==> src/rtl/mcpu_mem_pkg.sv <==
// -----------------------------------------------------------------------------
// mcpu_mem_pkg
// Shared definitions for the MCPU memory initiator slice:
//   - default word/address widths and prefetch depth
//   - data-port FSM state encoding
//   - default prefetch FIFO entry layout {addr, data}
// -----------------------------------------------------------------------------
package mcpu_mem_pkg;

   localparam int WORD_SIZE_DEF   = 8;
   localparam int ADDR_WIDTH_DEF  = 8;
   localparam int FETCH_DEPTH_DEF = 2;

   // Data-port sequencing: accept, one strobe cycle, one response cycle.
   typedef enum logic [1:0] {
      IDLE = 2'd0,
      WR   = 2'd1,
      RD   = 2'd2,
      RSP  = 2'd3
   } data_state_t;

   // One prefetched instruction word together with the address it came from.
   typedef struct packed {
      logic [ADDR_WIDTH_DEF-1:0] addr;
      logic [WORD_SIZE_DEF-1:0]  data;
   } fetch_entry_t;

endpackage

==> src/rtl/mcpu_prefetch_fifo.sv <==
// -----------------------------------------------------------------------------
// mcpu_prefetch_fifo
// Small circular FIFO holding prefetched {addr, data} entries.
// Ports:
//   clk, rst_n    clock, asynchronous active-low reset
//   flush         drop all entries (wins over push/pop in the same cycle)
//   push          write push_entry; accepted when not full or when popping
//   push_entry    entry to store
//   pop           advance the head; ignored when empty
//   count         number of valid entries (0..DEPTH)
//   head          entry at the read pointer
//   match_addr    address compared against every valid entry
//   match_hit     1 when any valid entry holds match_addr
// DEPTH must be a power of two so the pointers wrap by overflow.
// -----------------------------------------------------------------------------
module mcpu_prefetch_fifo
   import mcpu_mem_pkg::*;
#(
   parameter int  DEPTH   = FETCH_DEPTH_DEF,
   parameter int  AW      = ADDR_WIDTH_DEF,
   parameter type entry_t = fetch_entry_t
)(
   input  logic                       clk,
   input  logic                       rst_n,
   input  logic                       flush,
   input  logic                       push,
   input  entry_t                     push_entry,
   input  logic                       pop,
   output logic [$clog2(DEPTH):0]     count,
   output entry_t                     head,
   input  logic [AW-1:0]              match_addr,
   output logic                       match_hit
);

   localparam int PW = $clog2(DEPTH);
   localparam int CW = PW + 1;

   logic [PW-1:0] rd_ptr_r;
   logic [PW-1:0] wr_ptr_r;
   logic [CW-1:0] count_r;
   entry_t        mem_r [DEPTH];
   logic          push_ok_s;
   logic          pop_ok_s;
   logic [PW-1:0] off_s [DEPTH];

   // Qualify push/pop against the current fill level.
   always_comb begin
      pop_ok_s  = pop && (count_r != CW'(0));
      push_ok_s = push && ((count_r < CW'(DEPTH)) || pop_ok_s);
   end

   // Pointer, count and storage update; storage is not cleared by flush.
   always_ff @(posedge clk or negedge rst_n) begin
      if (!rst_n) begin
         rd_ptr_r <= PW'(0);
         wr_ptr_r <= PW'(0);
         count_r  <= CW'(0);
         for (int i = 0; i < DEPTH; i++) begin
            mem_r[i] <= entry_t'(0);
         end
      end else if (flush) begin
         rd_ptr_r <= PW'(0);
         wr_ptr_r <= PW'(0);
         count_r  <= CW'(0);
      end else begin
         if (push_ok_s) begin
            mem_r[wr_ptr_r] <= push_entry;
            wr_ptr_r        <= wr_ptr_r + PW'(1);
         end
         if (pop_ok_s) begin
            rd_ptr_r <= rd_ptr_r + PW'(1);
         end
         case ({push_ok_s, pop_ok_s})
            2'b10:   count_r <= count_r + CW'(1);
            2'b01:   count_r <= count_r - CW'(1);
            default: count_r <= count_r;
         endcase
      end
   end

   // Address match over live entries only: slot i is live when its distance
   // from the read pointer is below the fill level.
   always_comb begin
      match_hit = 1'b0;
      for (int i = 0; i < DEPTH; i++) begin
         off_s[i] = PW'(i) - rd_ptr_r;
         if (({1'b0, off_s[i]} < count_r) && (mem_r[i].addr == match_addr)) begin
            match_hit = 1'b1;
         end else begin
            match_hit = match_hit;
         end
      end
   end

   assign count = count_r;
   assign head  = mem_r[rd_ptr_r];

endmodule

==> src/rtl/mcpu_mem_initiator.sv <==
// -----------------------------------------------------------------------------
// mcpu_mem_initiator
// Sole driver of the RAM controller inputs. Two independent paths:
//   - data port: core load/store requests become single-cycle ram_we/ram_re
//     strobes, followed by a one-cycle rsp_valid pulse (3 cycles/request).
//   - fetch port: sequential prefetcher reading ram_instrrd at fpc into a
//     small FIFO presented to the core as instr_valid/instr_data/instr_addr.
// Ports:
//   clk, rst_n                      clock, asynchronous active-low reset
//   req_valid/req_ready/req_we/req_addr/req_wdata   core data request
//   rsp_valid/rsp_rdata             completion pulse and load data
//   pc_load/pc_value                fetch redirect
//   instr_valid/instr_ready/instr_data/instr_addr   prefetch FIFO head
//   ram_we/ram_re/ram_addr/ram_datawr/ram_datard    RAM data port
//   ram_instraddr/ram_instrrd       RAM instruction port
// Build option:
//   MCPU_SMC_SNOOP_EN  a store hitting any prefetched address flushes the
//                      FIFO and restarts fetch at the head address.
// -----------------------------------------------------------------------------
module mcpu_mem_initiator
   import mcpu_mem_pkg::*;
#(
   parameter int WORD_SIZE   = WORD_SIZE_DEF,
   parameter int ADDR_WIDTH  = ADDR_WIDTH_DEF,
   parameter int FETCH_DEPTH = FETCH_DEPTH_DEF
)(
   input  logic                  clk,
   input  logic                  rst_n,
   input  logic                  req_valid,
   output logic                  req_ready,
   input  logic                  req_we,
   input  logic [ADDR_WIDTH-1:0] req_addr,
   input  logic [WORD_SIZE-1:0]  req_wdata,
   output logic                  rsp_valid,
   output logic [WORD_SIZE-1:0]  rsp_rdata,
   input  logic                  pc_load,
   input  logic [ADDR_WIDTH-1:0] pc_value,
   output logic                  instr_valid,
   input  logic                  instr_ready,
   output logic [WORD_SIZE-1:0]  instr_data,
   output logic [ADDR_WIDTH-1:0] instr_addr,
   output logic                  ram_we,
   output logic                  ram_re,
   output logic [ADDR_WIDTH-1:0] ram_addr,
   output logic [WORD_SIZE-1:0]  ram_datawr,
   input  logic [WORD_SIZE-1:0]  ram_datard,
   output logic [ADDR_WIDTH-1:0] ram_instraddr,
   input  logic [WORD_SIZE-1:0]  ram_instrrd
);

   localparam int CW = $clog2(FETCH_DEPTH) + 1;

   typedef struct packed {
      logic [ADDR_WIDTH-1:0] addr;
      logic [WORD_SIZE-1:0]  data;
   } entry_t;

   // ---------------------------------------------------------------- data port
   data_state_t           state_r;
   data_state_t           state_nxt_s;
   logic                  accept_s;
   logic                  req_ready_r;
   logic                  ram_we_r;
   logic                  ram_re_r;
   logic                  rsp_valid_r;
   logic [ADDR_WIDTH-1:0] ram_addr_r;
   logic [WORD_SIZE-1:0]  ram_datawr_r;
   logic [WORD_SIZE-1:0]  rsp_rdata_r;

   // Next-state decode for the data FSM.
   always_comb begin
      state_nxt_s = state_r;
      accept_s    = 1'b0;
      case (state_r)
         IDLE: begin
            if (req_valid && req_ready_r) begin
               accept_s    = 1'b1;
               state_nxt_s = req_we ? WR : RD;
            end else begin
               state_nxt_s = IDLE;
            end
         end
         WR:      state_nxt_s = RSP;
         RD:      state_nxt_s = RSP;
         RSP:     state_nxt_s = IDLE;
         default: state_nxt_s = IDLE;
      endcase
   end

   // Data FSM state register.
   always_ff @(posedge clk or negedge rst_n) begin
      if (!rst_n) begin
         state_r <= IDLE;
      end else begin
         state_r <= state_nxt_s;
      end
   end

   // Registered data-port outputs, decoded from the state being entered so
   // strobes line up exactly with the WR/RD cycle. req_ready stays low until
   // the first edge after reset release.
   always_ff @(posedge clk or negedge rst_n) begin
      if (!rst_n) begin
         req_ready_r  <= 1'b0;
         ram_we_r     <= 1'b0;
         ram_re_r     <= 1'b0;
         rsp_valid_r  <= 1'b0;
         ram_addr_r   <= {ADDR_WIDTH{1'b0}};
         ram_datawr_r <= {WORD_SIZE{1'b0}};
         rsp_rdata_r  <= {WORD_SIZE{1'b0}};
      end else begin
         req_ready_r <= (state_nxt_s == IDLE);
         ram_we_r    <= (state_nxt_s == WR);
         ram_re_r    <= (state_nxt_s == RD);
         rsp_valid_r <= (state_nxt_s == RSP);
         if (accept_s) begin
            ram_addr_r <= req_addr;
         end
         // Write data only changes for stores so it holds through loads.
         if (accept_s && req_we) begin
            ram_datawr_r <= req_wdata;
         end
         if (state_r == RD) begin
            rsp_rdata_r <= ram_datard;
         end
      end
   end

   assign req_ready  = req_ready_r;
   assign ram_we     = ram_we_r;
   assign ram_re     = ram_re_r;
   assign ram_addr   = ram_addr_r;
   assign ram_datawr = ram_datawr_r;
   assign rsp_valid  = rsp_valid_r;
   assign rsp_rdata  = rsp_rdata_r;

   // --------------------------------------------------------------- fetch path
   logic [ADDR_WIDTH-1:0] fpc_r;
   logic [CW-1:0]         count_s;
   entry_t                head_s;
   entry_t                push_entry_s;
   logic                  instr_valid_s;
   logic                  pop_s;
   logic                  fetch_push_s;
   logic                  flush_s;
   logic                  match_hit_s;
   logic                  snoop_hit_s;

   assign instr_valid_s = (count_s != CW'(0));
   assign pop_s         = instr_valid_s && instr_ready;
   // Fill whenever a slot is free, including the slot freed by this pop.
   assign fetch_push_s  = (count_s < CW'(FETCH_DEPTH)) || pop_s;
   assign flush_s       = pc_load || snoop_hit_s;

   assign push_entry_s.addr = fpc_r;
   assign push_entry_s.data = ram_instrrd;

`ifdef MCPU_SMC_SNOOP_EN
   // A store landing on any prefetched word invalidates the prefetch.
   assign snoop_hit_s = ram_we_r && match_hit_s;
`else
   logic unused_match_s;
   assign unused_match_s = match_hit_s;
   assign snoop_hit_s    = 1'b0;
`endif

   // Fetch pointer: redirect, then snoop restart at the head, then advance.
   always_ff @(posedge clk or negedge rst_n) begin
      if (!rst_n) begin
         fpc_r <= {ADDR_WIDTH{1'b0}};
      end else if (pc_load) begin
         fpc_r <= pc_value;
      end else if (snoop_hit_s) begin
         fpc_r <= head_s.addr;
      end else if (fetch_push_s) begin
         fpc_r <= fpc_r + ADDR_WIDTH'(1);
      end else begin
         fpc_r <= fpc_r;
      end
   end

   mcpu_prefetch_fifo #(
      .DEPTH   (FETCH_DEPTH),
      .AW      (ADDR_WIDTH),
      .entry_t (entry_t)
   ) u_fifo (
      .clk        (clk),
      .rst_n      (rst_n),
      .flush      (flush_s),
      .push       (fetch_push_s),
      .push_entry (push_entry_s),
      .pop        (pop_s),
      .count      (count_s),
      .head       (head_s),
      .match_addr (ram_addr_r),
      .match_hit  (match_hit_s)
   );

   assign ram_instraddr = fpc_r;
   assign instr_valid   = instr_valid_s;
   assign instr_data    = head_s.data;
   assign instr_addr    = head_s.addr;

endmodule

==> config.mk <==
export PLATFORM = sky130hd
export DESIGN_NAME = mcpu_mem_initiator
export DESIGN_NICKNAME = d
export VERILOG_FILES = /design/src/rtl/mcpu_mem_pkg.sv /design/src/rtl/mcpu_prefetch_fifo.sv /design/src/rtl/mcpu_mem_initiator.sv
export SDC_FILE = /design/constraint.sdc
export NUM_CORES = 1
export LEC_CHECK = 0
export CAP_MARGIN = 20
export CORE_ASPECT_RATIO = 0.75
export CORE_MARGIN = 1.5
export CORE_UTILIZATION = 45
export CTS_CLUSTER_DIAMETER = 80
export CTS_CLUSTER_SIZE = 8
export DETAILED_ROUTE_END_ITERATION = 10
export GPL_TIMING_DRIVEN = 0
export PLACE_DENSITY_LB_ADDON = 0.05
export SYNTH_ARGS = -nofsm -noshare
export SYNTH_HDL_FRONTEND = slang
export SYNTH_SLANG_ARGS = --single-unit
==> constraint.sdc <==
create_clock -name clk -period 6.1 [get_ports clk]
set_clock_uncertainty 0.2 [all_clocks]
set_input_delay 1.22 -clock clk [delete_from_list [all_inputs] [get_ports clk]]
set_output_delay 1.22 -clock clk [all_outputs]
set_load 0.02 [all_outputs]
==> reports/metrics.csv, run 1 <==
stage;metric;value;unit
finish;commonest cells after routing, fill and taps aside;97 x clkdlybuf4s50_1, 74 x dfrtp_1, 72 x mux2_2, 10 x nand2_1;
worst_setup_path;critical path startpoint category;flop;
floorplanning;chip width;99.89;um
clock_tree;CTS Root Cell;clkbuf_8;
status;status;finished, final reports clean;
floorplanning;die footprint;7558;um2
yosys;sequential fraction of the synthesis area;58.45;%
clock_tree;clock sinks;74;
detailed_routing;TritonRoute pass-1 iters;4;
worst_setup_path;CP Max Fanout;10;
finish;n_diodes;0;
pwr;internal power;1641;uW
timing;RSZ-0062 raised after global routing;no;
pwr;switching share of total power;33.35;%
detailed_routing;1st-iter DRT viols;67;
yosys;Mapped Cells;224;
place;IO buf count;98;
yosys;Mapped Nets;275;
floorplanning;# IOs;99;
pwr;pwr dens;545.7;nW/um2
finish;Multi-input gate area;1231;um2
clock_tree;total CTS buffers;9;
run;max_cap viols;0;
hold_path;worst hold path class;flop to flop;
global_route;initial antenna violation count;0;
pwr;Logic pwr share;47.8;%
pwr;peak supply drop;0.3077;mV
detailed_routing;WL/cell;15.22;um
timing;Rel. slew slack;70.10;%
detailed_routing;Residual DRC;0;
finish;Final Util;66.36;%
pwr;clock share of power;18.1;%
timing;final setup vio count;0;
yosys;Yosys cell types;27;
clock_tree;clk_lat worst skew;340;ps
detailed_routing;routed vias/inst;4.884;
timing;TNS Setup;0;ps
clock_tree;Clock transition at path regs;70;ps
clock_tree;CTS H-tree depth;3;
yosys;Synth Register Bits;74;
clock_tree;CTS tree;done;
floorplanning;Die Ht;75.67;um
yosys;Synth Cell Area;3168;um2
clock_tree;post-CTS setup buffer count;0;
worst_setup_path;RR Startpoint;u_fifo.count[1]$_DFFE_PN0P_;
pwr;Flop pwr share;34.1;%
global_route;remaining global-route overflow;0;
clock_tree;post-cts sizing count;0;
finish;area added between synthesis and finish;42.42;%
detailed_routing;Detail Route Antenna Nets;0;
timing;slew at the pin closest to its max-slew limit;447.1;ps
timing;fmax;0.2689;GHz
hold_path;Hold Startpoint;u_fifo.mem_r[6]$_DFFE_PN0P_;
place;HPWL Detailed;4457;um
detailed_routing;WL final;6438;um
worst_setup_path;crit path capture type;output pin;
finish;Reg area;1852;um2
timing;final number of hold-violating endpoints;0;
global_route;first-pass GRT wire length;10240;um
finish;final net count;385;
global_route;vias in the first global route;2086;
clock_tree;hold-fix buffers at CTS;0;
floorplanning;initial core utilization;46.60;%
finish;layout cells sized above 1;29.50;%
place;GPL Wtd Cong;0.7698;
yosys;mean post-synth cell area;14.14;um2
pwr;Net Sw Power;821.2;uW
worst_setup_path;Worst Path Arrival;2300;ps
floorplanning;Rows;26;
global_route;pin count of the biggest net entering global routing;63;
timing;post-route minimum period;3718;ps
floorplanning;CORE AREA;6799;um2
pwr;P_leak;0.001914;uW
finish;commonest non-fill, non-tap cell in the layout;clkdlybuf4s50_1;
detailed_routing;routed vias;2066;
worst_setup_path;Crit Path Class;flop to output pin;
timing;final period utilization;60.96;%
yosys;synth warn;0;
worst_setup_path;WP data required;4680;ps
worst_setup_path;crit path from;u_fifo.rd_ptr_r$_DFFE_PN0P_;
clock_tree;CTS Buffer Depth;2;
global_route;total track usage;18.23;%
finish;Fill cells;538;
timing;Final Max Tran Viols;0;
==> power groups by stage <==
stage | clock network, uW | registers, uW | logic (uW)
global placement | 0 | 839 | 1170
detailed placement | 0 | 846 | 1190
global route | 480 | 870 | 1260
finish | 446 | 839 | 1180
CTS | 459 | 839 | 1190
floorplan | 0 | 949 | 584
==> logic make-up after synthesis <==
group / share of synthesized area (%)
adder cells (fa/ha/maj): 1.975
AO/OA/AOI/OAI: 3.318
AND/OR/NAND/NOR: 4.898
multiplexers: 25.91
flip-flops: 58.45
XOR/XNOR: 2.765
buffers and inverters: 2.685
==> area by class of cell <==
type | instances | area share (%)
sequential | 74 | 41.04
tap | 84 | 2.329
buffer | 10 | 1.387
timing repair buffer | 99 | 22.30
clock inverter | 6 | 2.329
clock buffer | 10 | 2.829
multi-input combinational | 134 | 27.29
inverter | 6 | 0.4992
==> critical path, stage by stage, from the launching register on <==
cell             delay (ps)
dfrtp_1                 320
clkbuf_1                360
buf_2                   360
mux2_2                  380
clkdlybuf4s50_1         540
==> path summary, 6_finish.rpt <==
| path | cells after the start | end | slack (ps) |
|---|---|---|---|
| min in group asynchronous | 1 | u_fifo.mem_r[0]$_DFFE_PN0P_ | 510 |
| setup reg to reg | 8 | u_fifo.mem_r[17]$_DFFE_PN0P_ | 3720 |
| hold reg to reg | 1 | u_fifo.mem_r[6]$_DFFE_PN0P_ | 300 |
| setup / recovery | 4 | instr_data[3] | 2380 |
| max in group asynchronous | 2 | u_fifo.mem_r[6]$_DFFE_PN0P_ | 4630 |
| hold / removal | 1 | u_fifo.mem_r[6]$_DFFE_PN0P_ | 300 |
==> through the flow <==
stage | total power (uW) | setup WS [ps] | instance area [um2] | instances | hold WS [ps]
2_1_floorplan | 1533 | 3441 | 3168 | 224 | 274.9
3_3_place_gp | 2011 | 990.4 | 4254 | 406 | 284.0
4_1_cts | 2490 | 2342 | 4512 | 423 | 307.5
6_report | 2462 | 2382 | 4512 | 423 | 302.5
5_1_grt | 2611 | 2248 | 4512 | 423 | 320.1
3_5_place_dp | 2033 | 2717 | 4279 | 407 | 289.9
==> sequential cells by signal, indices dropped and copies added (netlist names) <==
| name | cells |
|---|---|
| ram_addr | 8 |
| ram_datawr | 8 |
| ram_instraddr | 8 |
| ram_re | 1 |
| ram_we | 1 |
| req_ready | 1 |
| rsp_rdata | 8 |
| rsp_valid | 1 |
| state_r | 2 |
| u_fifo.count | 2 |
| u_fifo.mem_r | 32 |
| u_fifo.rd_ptr_r | 1 |
| u_fifo.wr_ptr_r | 1 |
==> cell usage after synthesis <==
master / instances / area, um2
nor2_1: 5 / 18.77
a211oi_1: 3 / 22.52
ha_1: 5 / 62.56
nand3_1: 4 / 20.02
a211oi_4: 1 / 20.02
inv_1: 6 / 22.52
clkbuf_1: 4 / 15.01
a21boi_0: 1 / 7.510
xor2_1: 1 / 8.760
nand2_1: 10 / 37.54
o21ai_0: 8 / 40.04
buf_6: 2 / 22.52
and3b_1: 1 / 8.760
xnor2_1: 9 / 78.83
and2_1: 1 / 6.260
buf_2: 2 / 10.01
nand2_2: 1 / 6.260
nand2b_4: 1 / 13.76
buf_4: 2 / 15.01
or2_2: 2 / 12.51
mux2i_1: 1 / 10.01
nand4_1: 2 / 12.51
nor2b_1: 2 / 12.51
and3_1: 1 / 6.260
mux2_2: 72 / 810.8
a21oi_1: 3 / 15.01
dfrtp_1: 74 / 1852
==> metal layers <==
layer	global-route usage, %	routed length (um)	share of wire (%)
met4	6.573	63	0.98
met1	24.18	3145	49
met5	0	0	0
met2	28.42	2863	44
met3	6.147	366	5.7
Power figures use the tool's default switching activity.
==> run 2: changes to the inputs <==
--- a/config.mk
+++ b/config.mk
@@ -8,7 +8,7 @@
 export CAP_MARGIN = 20
 export CORE_ASPECT_RATIO = 0.75
 export CORE_MARGIN = 1.5
-export CORE_UTILIZATION = 45
+export CORE_UTILIZATION = 42
 export CTS_CLUSTER_DIAMETER = 80
 export CTS_CLUSTER_SIZE = 8
 export DETAILED_ROUTE_END_ITERATION = 10
==> constraint.sdc (replaced) <==
create_clock -name clk -period 3.42 [get_ports clk]
set_clock_uncertainty 0.2 [all_clocks]
set_input_delay 0.684 -clock clk [delete_from_list [all_inputs] [get_ports clk]]
set_output_delay 0.684 -clock clk [all_outputs]
set_load 0.02 [all_outputs]
==> run 2 against run 1 <==
Effect of this change:
- wire length increased by 2.0%
- largest cell class unchanged
- non-clock buffer count unchanged
- critical path type unchanged
- largest power group unchanged
- sequential share of layout area increased by 0.15 points
==> reports/metrics.csv, run 2 (synthesis gave the netlist of run 1 again) <==
stage;metric;value;unit;change
status;status;finished, final reports clean;;unchanged
place;HPWL Detailed;4686;um;was 4457 um
timing;slew at the pin closest to its max-slew limit;514.0;ps;was 447.1 ps
global_route;total track usage;17.37;%;was 18.23%
finish;max reg flops;32;;unchanged
clock_tree;post-cts sizing count;0;;unchanged
pwr;pwr dens;948.5;nW/um2;was 545.7 nW/um2
worst_setup_path;CP Max Fanout;10;;unchanged
place;placed insts;424;;was 407
worst_setup_path;WP data required;2540;ps;was 4680 ps
finish;Reg area;1852;um2;unchanged
worst_setup_path;Worst Path Arrival;2310;ps;was 2300 ps
clock_tree;Clock transition at path regs;70;ps;about the same
detailed_routing;routed vias;2102;;was 2066
floorplanning;CORE AREA;7331;um2;was 6799 um2
pwr;peak supply drop;0.5016;mV;was 0.3077 mV
timing;Final Max Tran Viols;0;;unchanged
finish;final net count;385;;unchanged
global_route;first-pass GRT wire length;10520;um;was 10240 um
clock_tree;post-CTS setup buffer count;0;;unchanged
finish;commonest non-fill, non-tap cell in the layout;clkdlybuf4s50_1;;unchanged
finish;Largest Register;u_fifo.mem_r;;unchanged
global_route;remaining global-route overflow;0;;unchanged
clock_tree;CTS tree;done;;unchanged
place;Post-DP Area;4300;um2;was 4279 um2
pwr;P_leak;0.001886;uW;was 0.001914 uW
detailed_routing;WL final;6568;um;was 6438 um
floorplanning;# IOs;99;;unchanged
global_route;vias in the first global route;2142;;was 2086
timing;post-route minimum period;3191;ps;
detailed_routing;Detail Route Antenna Nets;0;;unchanged
floorplanning;Die Ht;78.22;um;was 75.67 um
detailed_routing;routed vias/inst;4.777;;was 4.884
clock_tree;clk_lat worst skew;340;ps;about the same
place;GPL Wtd Cong;0.7011;;was 0.7698
timing;final setup vio count;0;;unchanged
run;max_cap viols;0;;unchanged
clock_tree;CTS H-tree depth;3;;unchanged
floorplanning;chip width;103.3;um;was 99.89 um
detailed_routing;1st-iter DRT viols;74;;was 67
clock_tree;total CTS buffers;9;;unchanged
finish;Fill cells;612;;was 538
timing;fmax;0.3134;GHz;
finish;final instance area;4496;um2;was 4512 um2
floorplanning;Rows;27;;was 26
detailed_routing;Residual DRC;0;;unchanged
hold_path;worst hold path class;input pin to async pin;;was flop to flop
clock_tree;CTS Buffer Depth;2;;unchanged
global_route;initial antenna violation count;0;;unchanged
detailed_routing;WL/cell;14.93;um;was 15.22 um
floorplanning;initial core utilization;43.22;%;was 46.60%
finish;final non-filler cell total;440;;was 423
clock_tree;CTS Root Cell;clkbuf_8;;unchanged
place;worst slack, placed;551.5;ps;was 2717 ps
finish;area added between synthesis and finish;41.90;%;was 42.42%
clock_tree;clock sinks;74;;unchanged
clock_tree;hold-fix buffers at CTS;0;;unchanged
place;IO buf count;98;;unchanged
worst_setup_path;crit path capture type;output pin;;unchanged
finish;layout cells sized above 1;29.50;%;unchanged
finish;Multi-input gate area;1231;um2;unchanged
pwr;Final Total Pwr;4264;uW;was 2462 uW
finish;Final Util;61.32;%;was 66.36%
timing;final number of hold-violating endpoints;0;;unchanged
detailed_routing;TritonRoute pass-1 iters;2;;was 4
global_route;pin count of the biggest net entering global routing;47;;was 63
timing;RSZ-0062 raised after global routing;no;;unchanged
finish;n_diodes;0;;unchanged
worst_setup_path;critical path startpoint category;flop;;unchanged
timing;Rel. slew slack;65.62;%;was 70.10%
finish;commonest cells after routing, fill and taps aside;97 x clkdlybuf4s50_1, 74 x dfrtp_1, 72 x mux2_2, 10 x nand2_1;;unchanged
floorplanning;die footprint;8078;um2;was 7558 um2
timing;final period utilization;93.31;%;
timing;final worst-path setup slack;228.8;ps;was 2382 ps
worst_setup_path;Crit Path Class;flop to output pin;;unchanged
run 2: cell count changes in the layout (fill, tap and decap cells not counted):
cell / previous run / this run
clkinv_4: 0 / 2
clkinv_2: 3 / 1
clkinvlp_4: 0 / 2
bufinv_16: 3 / 1
run 2: worst max-delay path, stage by stage (launching register included):
cell,delay (ps)
dfrtp_1,320
clkbuf_1,380
buf_2,360
mux2_2,370
clkdlybuf4s50_1,540
run 2: layer usage:
metal | vias up | share of wire [%] | track usage, %
met5 | - | 0 | 0
met4 | 0 | 0.90 | 5.270
met3 | 6 | 5.3 | 5.165
met2 | 59 | 44 | 25.46
met1 | 1037 | 50 | 24.84
li1 | 1000 | - | -
run 2: through the flow:
step / TNS, ps / hold WS, ps
detailed placement: 0 / 290.8
finish: 0 / 64.58
floorplan: 0 / 188.4
global placement: -86160 / 283.8
CTS: 0 / 62.88
global route: 0 / 73.53
run 2: final timing paths:
kind / from / to / slack (ps) / depth (start not counted)
max in group asynchronous: rst_n / ram_re$_DFF_PN0_ / 2400 / 2
worst min register to register: u_fifo.mem_r[27]$_DFFE_PN0P_ / u_fifo.mem_r[27]$_DFFE_PN0P_ / 310 / 1
worst max register to register: u_fifo.count[1]$_DFFE_PN0P_ / u_fifo.mem_r[22]$_DFFE_PN0P_ / 980 / 8
worst max-delay path: u_fifo.rd_ptr_r$_DFFE_PN0P_ / instr_data[3] / 230 / 4
min in group clk: u_fifo.mem_r[27]$_DFFE_PN0P_ / u_fifo.mem_r[27]$_DFFE_PN0P_ / 310 / 1
worst min-delay path: rst_n / u_fifo.count[0]$_DFFE_PN0P_ / 60 / 1
run 2: report_power, final:
group	internal (uW)	total, uW	switching, uW
clock network	338	664	326
registers	1280	1490	217
logic	1170	2110	938
run 2: layout make-up:
| type | count | area share (%) |
|---|---|---|
| sequential | 74 | 41.19 |
| clock buffer | 10 | 2.839 |
| buffer | 10 | 1.392 |
| tap | 101 | 2.811 |
| inverter | 6 | 0.5010 |
| multi-input combinational | 134 | 27.39 |
| clock inverter | 6 | 1.503 |
| timing repair buffer | 99 | 22.38 |
==> run 3: changes to the inputs <==
==> constraint.sdc (replaced) <==
create_clock -name clk -period 2.6 [get_ports clk]
set_clock_uncertainty 0.2 [all_clocks]
set_input_delay 0.52 -clock clk [delete_from_list [all_inputs] [get_ports clk]]
set_output_delay 0.52 -clock clk [all_outputs]
set_load 0.02 [all_outputs]
==> run 3 against run 2 <==
Effect of this change:
- utilization is 0.24 points higher
- first-iteration DRC count down 5.4%
- final cell count up 0.23%
- critical path depth is 1 lower
- sequential cell count is the same
- power is 32% higher
- via count grew 0.71%
==> reports/metrics.csv, run 3 (synthesis gave the netlist of run 1 again) <==
stage;metric;value;unit;change
status;status;finished, final reports clean;;unchanged
finish;Multi-input gate area;1231;um2;unchanged
pwr;peak supply drop;0.6677;mV;was 0.5016 mV
timing;final period utilization;96.16;%;
detailed_routing;Residual DRC;0;;unchanged
global_route;met3 usage;5.165;%;unchanged
floorplanning;initial core utilization;43.22;%;unchanged
pwr;P_leak;0.001893;uW;was 0.001886 uW
timing;final number of hold-violating endpoints;0;;unchanged
global_route;remaining global-route overflow;0;;unchanged
finish;area added between synthesis and finish;42.46;%;was 41.90%
finish;commonest non-fill, non-tap cell in the layout;clkdlybuf4s50_1;;unchanged
timing;RSZ-0062 raised after global routing;no;;unchanged
timing;Rel. slew slack;65.92;%;was 65.62%
timing;final worst-path setup slack;99.92;ps;was 228.8 ps
global_route;GR Util met1;24.78;%;was 24.84%
clock_tree;Clock transition at path regs;70;ps;about the same
floorplanning;chip width;103.3;um;unchanged
clock_tree;CTS Root Cell;clkbuf_8;;unchanged
floorplanning;CORE AREA;7331;um2;unchanged
finish;Largest Register;u_fifo.mem_r;;unchanged
detailed_routing;Detail Route Antenna Nets;0;;unchanged
floorplanning;Rows;27;;unchanged
clock_tree;CTS tree;done;;unchanged
worst_setup_path;CP Max Fanout;10;;unchanged
finish;max reg flops;32;;unchanged
global_route;GR Util met2;25.53;%;was 25.46%
place;IO buf count;98;;unchanged
global_route;vias in the first global route;2151;;was 2142
floorplanning;Die Ht;78.22;um;unchanged
pwr;pwr dens;1246;nW/um2;was 948.5 nW/um2
finish;n_diodes;0;;unchanged
detailed_routing;routed vias/inst;4.800;;was 4.777
detailed_routing;routed vias;2117;;was 2102
finish;final net count;386;;was 385
global_route;pin count of the biggest net entering global routing;47;;unchanged
worst_setup_path;Worst Path Arrival;1780;ps;was 2310 ps
clock_tree;clock sinks;74;;unchanged
timing;fmax;0.4000;GHz;
clock_tree;CTS H-tree depth;3;;unchanged
global_route;initial antenna violation count;0;;unchanged
detailed_routing;WL/cell;14.94;um;was 14.93 um
finish;Final Util;61.56;%;was 61.32%
hold_path;worst hold path class;flop to flop;;was input pin to async pin
detailed_routing;WL final;6589;um;was 6568 um
floorplanning;die footprint;8078;um2;unchanged
clock_tree;total CTS buffers;9;;unchanged
worst_setup_path;WP data required;1880;ps;was 2540 ps
global_route;total track usage;17.37;%;unchanged
worst_setup_path;Crit Path Class;flop to output pin;;unchanged
finish;layout cells sized above 1;30.00;%;was 29.50%
timing;slew at the pin closest to its max-slew limit;509.5;ps;was 514.0 ps
finish;Reg area;1853;um2;was 1852 um2
clock_tree;CTS Buffer Depth;2;;unchanged
place;HPWL Detailed;4686;um;unchanged
timing;Final Max Tran Viols;0;;unchanged
place;worst slack, placed;-104.5;ps;was 551.5 ps
run;max_cap viols;0;;unchanged
worst_setup_path;critical path startpoint category;flop;;unchanged
clock_tree;clk_lat worst skew;340;ps;about the same
place;GPL Wtd Cong;0.7011;;unchanged
timing;TNS Setup;0;ps;unchanged
global_route;first-pass GRT wire length;10530;um;was 10520 um
floorplanning;# IOs;99;;unchanged
finish;commonest cells after routing, fill and taps aside;97 x clkdlybuf4s50_1, 73 x dfrtp_1, 72 x mux2_2, 10 x nand2_1;;was 97 x clkdlybuf4s50_1, 74 x dfrtp_1, 72 x mux2_2, 10 x nand2_1
finish;Fill cells;610;;was 612
pwr;Final Total Pwr;5625;uW;was 4264 uW
worst_setup_path;crit path capture type;output pin;;unchanged
global_route;Top Usage Layer GRT;met2;;unchanged
timing;final setup vio count;0;;unchanged
detailed_routing;TritonRoute pass-1 iters;4;;was 2
timing;post-route minimum period;2500;ps;
detailed_routing;1st-iter DRT viols;70;;was 74
-- run 3: repair_timing --
| item | in CTS | in global routing |
|---|---|---|
| endpoints found under the hold margin | 28 | 0 |
| resized for setup | 2 | 0 |
| setup buffers | 1 | 0 |
| hold buffers | 1 | 0 |
| endpoints found under the setup margin | 16 | 0 |
-- run 3: metal layers --
layer	up-vias	part of all wire, %
li1	999	-
met1	1052	49
met2	58	44
met3	8	5.4
met4	0	1.1
met5	-	0
-- run 3: metrics by stage --
stage	area, um2	instances	hold slack (ps)
after CTS	4513	441	309.9
after detailed placement	4300	424	279.0
after floorplan	3168	224	24.41
after global routing	4513	441	321.1
final	4513	441	306.7
after global placement	4275	423	283.8
-- run 3: power breakdown --
group | switching, uW | total (uW) | internal [uW]
logic | 1240 | 2780 | 1550
clock network | 429 | 874 | 445
registers | 289 | 1970 | 1680
-- run 3: layout make-up --
type                    instances  area share (%)
plain buffers                   9           1.358
flip-flops and latches         74           41.06
clock inverters                 6           1.497
multi-input cells             134           27.28
clock buffers                  10           2.828
well taps                     101           2.800
repair buffers                101           22.68
inverters                       6          0.4990
-- run 3: path summary, 6_finish.rpt --
kind / from / to / slack, ps / cells after the start
min in group asynchronous: rst_n / u_fifo.count[0]$_DFFE_PN0P_ / 460 / 2
worst min register to register: u_fifo.mem_r[27]$_DFFE_PN0P_ / u_fifo.mem_r[27]$_DFFE_PN0P_ / 310 / 1
worst min-delay path: u_fifo.mem_r[27]$_DFFE_PN0P_ / u_fifo.mem_r[27]$_DFFE_PN0P_ / 310 / 1
worst max-delay path: u_fifo.rd_ptr_r$_DFFE_PN0P_ / instr_data[3] / 100 / 3
max in group asynchronous: rst_n / u_fifo.rd_ptr_r$_DFFE_PN0P_ / 1190 / 3
worst max register to register: u_fifo.count[1]$_DFFE_PN0P_ / u_fifo.mem_r[22]$_DFFE_PN0P_ / 160 / 8
-- run 3: worst max-delay path: stages, from the launching register on --
cell and delay (ps):
dfrtp_2 360, buf_4 190, mux2_2 350, clkdlybuf4s50_1 540
